$ cat src/rtl/serial_adder.sv
// serial_adder: adds or subtracts two WIDTH-bit operands DIGIT bits per clock
// behind a start/busy/done handshake, reporting carry-out and signed overflow.
module serial_adder #(
  parameter int WIDTH = 8,
  parameter int DIGIT = 1
) (
  input  logic             clk,
  input  logic             reset,
  input  logic             start,
  input  logic             sub,
  input  logic [WIDTH-1:0] a,
  input  logic [WIDTH-1:0] b,
  input  logic             cin,
  output logic             busy,
  output logic             done,
  output logic [WIDTH-1:0] sum,
  output logic             cout,
  output logic             ovf
);
  localparam int N     = WIDTH / DIGIT;
  localparam int CNT_W = (N > 1) ? $clog2(N) : 1;
  localparam logic [CNT_W-1:0] LAST_STEP = CNT_W'(N - 1);

  typedef enum logic [1:0] {IDLE, RUN, DONE} state_t;

  // Ripple of DIGIT full adders; returns {carry into digit MSB, carry out, sum bits}.
  function automatic logic [DIGIT+1:0] add_digit(input logic [DIGIT-1:0] x,
                                                 input logic [DIGIT-1:0] y,
                                                 input logic             ci);
    logic [DIGIT-1:0] s;
    logic             c;
    logic             c_msb;
    s     = '0;
    c     = ci;
    c_msb = ci;
    for (int i = 0; i < DIGIT; i++) begin
      if (i == DIGIT - 1) c_msb = c;
      s[i] = x[i] ^ y[i] ^ c;
      c    = (x[i] & y[i]) | (c & (x[i] ^ y[i]));
    end
    return {c_msb, c, s};
  endfunction

  state_t           state_q, state_d;
  logic [CNT_W-1:0] step_q, step_d;
  logic [WIDTH-1:0] a_q, a_d;
  logic [WIDTH-1:0] b_q, b_d;
  logic             carry_q, carry_d;
  logic [WIDTH-1:0] psum_q, psum_d;
  logic [WIDTH-1:0] sum_q, sum_d;
  logic             cout_q, cout_d;
  logic             ovf_q, ovf_d;
  logic [DIGIT+1:0] digit_res;

  always_comb begin
    state_d   = state_q;
    step_d    = step_q;
    a_d       = a_q;
    b_d       = b_q;
    carry_d   = carry_q;
    psum_d    = psum_q;
    sum_d     = sum_q;
    cout_d    = cout_q;
    ovf_d     = ovf_q;
    digit_res = add_digit(a_q[DIGIT-1:0], b_q[DIGIT-1:0], carry_q);
    case (state_q)
      IDLE: begin
        if (start) begin
          a_d     = a;
          b_d     = sub ? ~b : b;
          carry_d = sub ? 1'b1 : cin;
          step_d  = '0;
          state_d = RUN;
        end
      end
      RUN: begin
        a_d     = a_q >> DIGIT;
        b_d     = b_q >> DIGIT;
        carry_d = digit_res[DIGIT];
        psum_d  = (psum_q >> DIGIT) | (WIDTH'(digit_res[DIGIT-1:0]) << (WIDTH - DIGIT));
        step_d  = step_q + CNT_W'(1);
        // Final digit: its MSB carry-in is the carry into bit WIDTH-1.
        if (step_q == LAST_STEP) begin
          state_d = DONE;
          sum_d   = psum_d;
          cout_d  = digit_res[DIGIT];
          ovf_d   = digit_res[DIGIT+1] ^ digit_res[DIGIT];
        end
      end
      DONE:    state_d = IDLE;
      default: state_d = IDLE;
    endcase
  end

  always_ff @(posedge clk or posedge reset) begin
    if (reset) begin
      state_q <= IDLE;
      step_q  <= '0;
      sum_q   <= '0;
      cout_q  <= 1'b0;
      ovf_q   <= 1'b0;
    end else begin
      state_q <= state_d;
      step_q  <= step_d;
      sum_q   <= sum_d;
      cout_q  <= cout_d;
      ovf_q   <= ovf_d;
    end
  end

  // Operand shifters and partial sum are fully reloaded by every operation.
  always_ff @(posedge clk) begin
    a_q     <= a_d;
    b_q     <= b_d;
    carry_q <= carry_d;
    psum_q  <= psum_d;
  end

  assign busy = (state_q == RUN);
  assign done = (state_q == DONE);
  assign sum  = sum_q;
  assign cout = cout_q;
  assign ovf  = ovf_q;

endmodule

$ cat config.mk
export PLATFORM = sky130hd
export DESIGN_NAME = serial_adder
export DESIGN_NICKNAME = d
export VERILOG_FILES = /design/src/rtl/serial_adder.sv
export SDC_FILE = /design/constraint.sdc
export NUM_CORES = 1
export LEC_CHECK = 0
export ABC_AREA = 1
export CAP_MARGIN = 40
export CORE_ASPECT_RATIO = 1.2
export CORE_UTILIZATION = 42
export CTS_BUF_LIST = sky130_fd_sc_hd__clkbuf_16
export DETAILED_ROUTE_END_ITERATION = 6
export HOLD_SLACK_MARGIN = 0.06
export PLACE_DENSITY = 0.76
export SLEW_MARGIN = 20
export SYNTH_ARGS = -nofsm -noshare
export SYNTH_HDL_FRONTEND = slang
export SYNTH_SLANG_ARGS = --single-unit
$ cat constraint.sdc
create_clock -name clk -period 1.95 [get_ports clk]
set_clock_uncertainty 0.05 [all_clocks]
set_input_delay 0.2925 -clock clk [delete_from_list [all_inputs] [get_ports clk]]
set_output_delay 0.2925 -clock clk [all_outputs]
set_load 0.005 [all_outputs]
==> results.cfg <==
[status]
status = completed

[cells_and_area]
fin_cells = 265
antennaDiodeCount = 0
area_growth_pct = 30.6
nets = 236
postLayoutCoreUtil_pct = 58.7
drive_gt1_share_pct = 5.63

[min_path]
hold_class = in -> async

[setup_path]
start_kind = flip-flop
cp-end-kind = output port
arrival_ns = 1.43
crit_required_ns = 1.61
critPathKind = reg -> out
path_max_fanout = 4

[global_route]
grt_use_total_pct = 16.5
antenna_found_initial = 0
grt_pass1_vias = 1094
grt_pass1_wl_um = 5110
grt_max_degree = 28
grt_overflow = 0

[clocking]
clockBufferDepth = 2
cts_resized = 0
htreeDepth = 2
ctsHoldBuffers = 0
clk_latency_ns = 0.28
cts.sinks = 39
clk_pin_slew_worst_paths_ns = 0.05
post_cts_buffers = 0
cts-root-buf = clkbuf_16
cts_tree = done
numCtsBuffers = 5

[floorplanning]
die-area_um2 = 4240
die_x_um = 59.6
start_util_pct = 45.0
io_pins = 33
row_count = 24
coreArea_um2 = 3720
fp.dieH_um = 71.2

[timing]
hold_slack_ns = 0.312
period_share_pct = 90.7
slew_viol_final = 0
setup-violations-final = 0
hold_viol = 0
setup_tns_ns = 0
worst_slew_pin_slew_ns = 0.670
fmax_mhz = 566
rsz0062_at_grt = false
relSlewSlack_pct = 55.3
layout_min_cycle_time_ns = 1.77

[synthesis]
yosysWarnings = 0
synthesis.instances = 175
syn-num-nets = 199
ys_seq_area_share_pct = 65.5
synth_area_per_cell_um2 = 9.57
synth_area_um2 = 1670
yosysUniqueCellTypes = 15
ys_ff_latch = 39

[placed_design]
placed_cells = 257
portBuffers = 32
gp_congestion = 0.752
hpwl_um = 2060

[detailed_routing]
vias_per_cell = 4.52
drc = 0
ant_nets = 0
wire_per_inst_um = 11.1
drt_iter0_markers = 69
vias = 1198
drtPass1Iterations = 4
wirelength_um = 2950

[power]
irDropWorstVdd_mv = 0.946
powerDensity_nw_per_um2 = 1560
p_leak_nw = 1.06
power.total_mw = 3.41

[flow_run]
max_cap_viol_count = 0
## kinds of logic after synthesis
group / after synthesis / synth area share [%]
buffers and inverters: 22 / 5.75
xor gates and xnor gates: 1 / 0.523
and+or+nand+nor: 108 / 25.0
AOI/OAI and AO/OA: 2 / 0.597
DFF: 39 / 65.5
adders and majority gates: 3 / 2.69
## synth_stat cells
| cell type | count | area (um^2) |
|---|---|---|
| nand3_1 | 8 | 40.0 |
| fa_1 | 1 | 20.0 |
| nand2_1 | 94 | 353 |
| inv_1 | 16 | 60.1 |
| nor2_1 | 5 | 18.8 |
| edfxtp_1 | 24 | 721 |
| ha_1 | 2 | 25.0 |
| nand2_2 | 1 | 6.26 |
| o21ai_1 | 1 | 5.00 |
| xnor2_1 | 1 | 8.76 |
| dfrtp_1 | 15 | 375 |
| inv_2 | 1 | 3.75 |
| o21ai_0 | 1 | 5.00 |
| buf_2 | 2 | 10.0 |
| buf_4 | 3 | 22.5 |
## worst max-delay path, cell delays in order (launching register included)
cell,delay (ns)
dfrtp_1,0.37
inv_1,0.11
nand2_2,0.09
inv_2,0.06
clkdlybuf4s50_1,0.50
## power breakdown
group / switching, mW / total [mW] / internal, mW
registers: 0.181 / 1.60 / 1.42
logic: 0.570 / 1.04 / 0.473
clock network: 0.300 / 0.763 / 0.462
total: 1.05 / 3.41 / 2.36
## registers in the layout, summed over array words and instances (netlist names)
name	flops
a_q	8
b_q	8
sum	8
psum_q	7
step_q	3
state_q	2
carry_q	1
cout	1
ovf	1
## placed cells by master, fill, tap and decap left out, drive strengths merged
cell type	Yosys	layout
edfxtp	24	24
clkbuf	0	5
inv	17	19
buf	5	3
xnor2	1	1
clkdlybuf4s50	0	32
nand2	95	95
clkinv	0	1
ha	2	2
fa	1	1
o21ai	2	2
nor2	5	5
dfrtp	15	15
nand3	8	8
## area by class of cell
cell class | count | area (um^2)
clock buffer | 5 | 125
inverter | 17 | 63.8
fill | 349 | 1540
tap | 52 | 65.1
sequential | 39 | 1100
clock inverter | 3 | 12.5
multi-input combinational | 114 | 482
timing repair buffer | 35 | 343
## final timing paths
path | startpoint | endpoint | slack (ns) | cells after the start
min in group clk | psum_q[1] | sum[0] | 0.39 | 2
worst min-delay path | reset | step_q[2] | 0.31 | 2
worst min register to register | psum_q[1] | sum[0] | 0.39 | 2
max in group asynchronous | reset | sum[5] | 1.17 | 2
worst max-delay path | state_q[1] | busy | 0.18 | 4
worst max register to register | state_q[1] | a_q[1] | 0.35 | 3
## routing by layer
| metal | global-route usage [%] | up-vias | routed length, um | part of all wire, % |
|---|---|---|---|---|
| li1 | - | 615 | - | - |
| met1 | 21.3 | 533 | 1350 | 46 |
| met2 | 25.0 | 44 | 1380 | 47 |
| met3 | 5.30 | 6 | 157 | 5.3 |
| met4 | 7.75 | 0 | 60 | 2.0 |
| met5 | 0 | - | 0 | 0 |
## metrics by stage
step                      setup WS (ns)  area (um^2)
after floorplan                   0.573         1670
after global placement            0.137         2050
after detailed placement          0.110         2050
after CTS                         0.164         2190
after global routing             0.0877         2190
final                             0.182         2190
Note: power is estimated with default switching activity, not from simulation.
